==> src/rtl/real_mac_accum.sv <==
// rtl/real_mac_accum.sv - fixed-point MAC emitting one rescaled block sum every N accepted pairs.
// Optional REAL_MAC_SATURATE_EN clamps out-of-range results instead of wrapping them.
module real_mac_accum #(
  parameter int WIDTH   = 25,
  parameter int EXP_A   = -16,
  parameter int EXP_B   = -16,
  parameter int EXP_OUT = -16,
  parameter int ACC_W   = 56,
  parameter int N       = 8
) (
  input  logic                    clk,
  input  logic                    rst,
  input  logic                    in_valid,
  output logic                    in_ready,
  input  logic signed [WIDTH-1:0] in_a,
  input  logic signed [WIDTH-1:0] in_b,
  output logic                    out_valid,
  input  logic                    out_ready,
  output logic signed [WIDTH-1:0] out_data,
  output logic                    out_ovf
);

  localparam int SHIFT  = EXP_A + EXP_B - EXP_OUT;
  localparam int SH_POS = (SHIFT > 0) ? SHIFT : 0;
  localparam int SH_NEG = (SHIFT < 0) ? -SHIFT : 0;
  localparam int RS_W   = ACC_W + SH_POS;
  localparam int CNT_W  = (N > 1) ? $clog2(N) : 1;

  typedef enum logic {ACC, DONE} state_t;

  state_t                    r_state;
  state_t                    w_next;
  logic signed [ACC_W-1:0]   r_acc;
  logic [CNT_W-1:0]          r_cnt;
  logic signed [WIDTH-1:0]   r_data;
  logic                      r_ovf;

  logic signed [2*WIDTH-1:0] w_prod;
  logic signed [ACC_W-1:0]   w_prod_ext;
  logic signed [ACC_W-1:0]   w_acc_nxt;
  logic signed [RS_W-1:0]    w_ext;
  logic signed [RS_W-1:0]    w_scaled;
  logic                      w_fits;
  logic signed [WIDTH-1:0]   w_data;
  logic                      w_accept;
  logic                      w_last;

  assign w_prod     = in_a * in_b;
  assign w_prod_ext = ACC_W'(w_prod);
  assign w_acc_nxt  = r_acc + w_prod_ext;

  // One of the two shift amounts is always zero, so this covers both rescale directions.
  assign w_ext    = RS_W'(w_acc_nxt);
  assign w_scaled = (w_ext <<< SH_POS) >>> SH_NEG;

  // Fits iff every bit from the result's sign position upward agrees.
  assign w_fits = (&w_scaled[RS_W-1:WIDTH-1]) | ~(|w_scaled[RS_W-1:WIDTH-1]);

`ifdef REAL_MAC_SATURATE_EN
  assign w_data = w_fits ? w_scaled[WIDTH-1:0]
                : (w_scaled[RS_W-1] ? {1'b1, {(WIDTH-1){1'b0}}} : {1'b0, {(WIDTH-1){1'b1}}});
`else
  assign w_data = w_scaled[WIDTH-1:0];
`endif

  assign w_accept = (r_state == ACC) && in_valid;
  assign w_last   = (r_cnt == CNT_W'(N - 1));

  always_comb begin
    w_next = r_state;
    case (r_state)
      ACC:     if (in_valid && w_last) w_next = DONE;
      DONE:    if (out_ready) w_next = ACC;
      default: w_next = ACC;
    endcase
  end

  always_ff @(posedge clk) begin
    if (rst) begin
      r_state <= ACC;
      r_acc   <= '0;
      r_cnt   <= '0;
      r_data  <= '0;
      r_ovf   <= 1'b0;
    end else begin
      r_state <= w_next;
      if (w_accept) begin
        r_acc <= w_acc_nxt;
        if (w_last) begin
          r_data <= w_data;
          r_ovf  <= ~w_fits;
        end else begin
          r_cnt <= r_cnt + CNT_W'(1);
        end
      end
      if (r_state == DONE && out_ready) begin
        r_acc <= '0;
        r_cnt <= '0;
      end
    end
  end

  assign in_ready  = (r_state == ACC) && !rst;
  assign out_valid = (r_state == DONE);
  assign out_data  = r_data;
  assign out_ovf   = r_ovf;

endmodule

==> config.mk <==
export PLATFORM = sky130hd
export DESIGN_NAME = real_mac_accum
export DESIGN_NICKNAME = d
export VERILOG_FILES = /design/src/rtl/real_mac_accum.sv
export SDC_FILE = /design/constraint.sdc
export NUM_CORES = 2
export LEC_CHECK = 0
export BUFFER_PORTS_ARGS = -buffer_cell sky130_fd_sc_hd__buf_2
export CORE_UTILIZATION = 30
export CTS_BUF_LIST = sky130_fd_sc_hd__clkbuf_4 sky130_fd_sc_hd__clkbuf_8
export DETAILED_ROUTE_END_ITERATION = 10
export GPL_TIMING_DRIVEN = 0
export PLACE_DENSITY = 0.55
export SYNTH_ARGS = -nofsm -noshare
export SYNTH_HDL_FRONTEND = slang
export SYNTH_SLANG_ARGS = --single-unit
==> constraint.sdc <==
create_clock -name clk -period 17.95 [get_ports clk]
set_clock_uncertainty 0.2 [all_clocks]
set_input_delay 1.795 -clock clk [delete_from_list [all_inputs] [get_ports clk]]
set_output_delay 1.795 -clock clk [all_outputs]
set_load 0.02 [all_outputs]
==> metrics <==
status complete, no violations; DR vias/cell ~4.8; worst skew pair latency 0.41 ns; most used cell, CP fa_1; Finished Layout Cells 4676; Data arrival, critical path 10.89 ns; max incr delay on CP around 0.85 ns; required time worst endpoint between 15 and 20 ns; Crit Path Class in -> reg; number of setup violations in the final report 0; ys flop type dfxtp_1; GP Congestion between 0.9 and 1; Nets 4379; warnings from Yosys 0; startpoint types input port; sequential fraction of the synthesis area under 10%; R2R setup slack between 10 and 15 ns; share of layout cells above drive strength 1 between 3 and 4%; Worst path top cell family by delay adder cells; Stages on worst setup path 26; initial antenna violation count 10; Placed Cells approximately 4.7k; final worst path period share 60.2%; Die Y-Extent roughly 320 um; final worst path period need around 11 ns; Buf+Inv Stages, Crit Path 6; CTS buffer count 9; pin count of the biggest net entering global routing 31; Worst R2R End out_ovf$_SDFFE_PP0P_; final hold violations 0; Post-Syn Instances between 3k and 4k; hold_sp out_data[11]$_SDFFE_PP0P_; maxcap violations 0; post-cts sizing count 0; number of synthesized register bits 86; CP startpoint in_b[8]; Initial Utilization a little under a third; CTS tree yes; Max Clk Rate around 93 MHz; vias approximately 22k; post-synth top area share slightly above 50%; CP endpoint out_ovf$_SDFFE_PP0P_; hold crit path type reg -> reg; 1st-pass router iterations 5; CTS H-tree depth 3; vias in the first global route 23.7k; core area around 0.1 mm2; Distinct cells, synth 75; Setup crit end kind flip-flop; Root Buffer Master clkbuf_8; Synth area leader fa_1; Area Overhead vs Synth 7.38%; Core Rows between 100 and 150; relative slew slack between 20% and 30%; cells on worst reg2reg path 23; die area ~0.10 mm2; first-pass GRT wire length 147000 um; Slew @ Worst Pin 1.15 ns; Setup Fix Bufs, Post-CTS 0; final wirelength 96700 um; initial DRC count 1445; Port Buffers 73; DRC 0; Global Route Usage Sum about a fifth; HPWL Detailed between 80000 and 90000 um; Die X ~320 um; most area-consuming cells after synthesis fa_1 (51%), inv_1 (10%), ha_1 (7.7%), nand2_1 (6.8%), dfxtp_1 (5.8%); Antenna Nets Post-Route 0; ys async rst share 0%; Clock Pin Slew Worst Setup and Hold Paths 0.10 ns; EDFF count, synth 0; max-slew violations 0; net count after synthesis approximately 4.3k; Longest Clk Path Bufs 2; hold_buf cts 0; CTS sink cnt 86; syn avg cell area about 9 um2; mapped cell area about 0.030 mm2; drt wl/cell slightly above 20 um; worst r2r src r_acc[24]$_SDFFE_PP0P_; # IOs 82; commonest non-fill, non-tap cell in the layout inv_1; most frequent cells in the layout inv_1 (811), fa_1 (761), nand2_1 (540); RSZ-0062 raised after global routing false; Worst path slowest cell clkbuf_1; grt total ovfl 0; setup_tns 0 ns; Crit Path Max Fanout 10
-- cell families (layout without fill, tap and decap cells) --
group | after synthesis | after routing | share of synthesized area, %
multiplexers | 3 | 3 | 0.105
XOR/XNOR | 59 | 59 | 1.74
adder cells (fa/ha/maj) | 945 | 945 | 58.9
AO/OA/AOI/OAI | 276 | 276 | 5.86
flip-flops | 86 | 86 | 5.78
buffers and inverters | 968 | 1057 | 12.5
AND/OR/NAND/NOR | 959 | 959 | 15.0
other | 0 | 4 | 0
-- synth_stat cells (3+ instances only) --
| master | instances |
|---|---|
| inv_1 | 811 |
| fa_1 | 762 |
| nand2_1 | 540 |
| and2_1 | 259 |
| ha_1 | 183 |
| a21oi_1 | 134 |
| clkbuf_1 | 127 |
| dfxtp_1 | 86 |
| nor2_1 | 70 |
| o21ai_0 | 39 |
| xnor2_1 | 39 |
| xor2_1 | 20 |
| nand4_1 | 17 |
| a211oi_1 | 16 |
| nand3_1 | 16 |
| a21o_1 | 15 |
| nor3_1 | 13 |
| o211ai_1 | 12 |
| nand2b_1 | 11 |
| buf_1 | 9 |
| buf_2 | 9 |
| o21a_1 | 8 |
| o21bai_1 | 8 |
| nor4_1 | 7 |
| a31oi_1 | 5 |
| clkbuf_8 | 5 |
| nor2b_1 | 5 |
| or3_1 | 5 |
| a21boi_0 | 3 |
| a21oi_2 | 3 |
| a221oi_1 | 3 |
| buf_6 | 3 |
| o21ai_1 | 3 |
-- worst min path at each step --
stage / end / slack (ns) / cells past startpoint
3_3_place_gp: out_data[12]$_SDFFE_PP0P_ / 0.24 / 2
4_1_cts: out_data[0]$_SDFFE_PP0P_ / 0.26 / 2
5_1_grt: out_data[0]$_SDFFE_PP0P_ / 0.28 / 2
2_1_floorplan: r_acc[8]$_SDFFE_PP0P_ / 0.24 / 2
6_report: out_data[11]$_SDFFE_PP0P_ / 0.26 / 2
3_5_place_dp: out_data[0]$_SDFFE_PP0P_ / 0.25 / 2
-- through the flow --
stage	cell area (um2)	setup WS, ns	utilization [%]	hold slack (ns)
2_1_floorplan	29800	8.71	-	0.236
3_3_place_gp	31700	6.66	32.3	0.242
3_5_place_dp	31700	6.65	32.3	0.247
4_1_cts	31900	7.09	32.5	0.259
5_1_grt	32000	6.64	32.5	0.278
6_report	32000	7.14	32.5	0.260
-- state kept, by name, summed over array words and instances (netlist names) --
register and flops:
r_acc 56, out_data 25, r_cnt 3, out_ovf 1, out_valid 1
-- worst register-to-register path, cell delays in order (launching register included) --
cell	delay (ns)
dfxtp_1	0.34
inv_1	0.08
fa_1	0.50
inv_1	0.08
fa_1	0.42
fa_1	0.47
fa_1	0.51
fa_1	0.54
inv_1	0.05
fa_1	0.47
inv_1	0.04
ha_1	0.27
buf_4	0.15
nand2_1	0.09
o21ai_0	0.42
a211oi_1	0.10
nor2_1	0.21
nor2_1	0.09
o32ai_1	0.81
o21ai_0	0.39
a2111oi_4	0.38
nand4_1	0.13
nor4_1	0.21
a211oi_1	0.09
-- area by class of cell --
class                   instances  area [um2]
well taps                    1287        1610
clock inverters                 3        42.5
multi-input cells            2242       24300
repair buffers                 73         365
plain buffers                 157         686
inverters                     811        3040
flip-flops and latches         86        1720
clock buffers                  13         166
fillers                     10421       66300
diodes                          4        10.0
-- per-layer routing --
layer | up-vias | part of all wire, % | track usage, %
met5 | - | 0.034 | 0
met4 | 4 | 2.4 | 4.70
met3 | 104 | 8.3 | 4.38
met2 | 790 | 47 | 32.8
met1 | 11649 | 42 | 27.0
li1 | 9796 | - | -
Power is left out: the tool's default activity adds up to more than one toggle a clock period on the data nets, which glitch-free logic cannot reach.
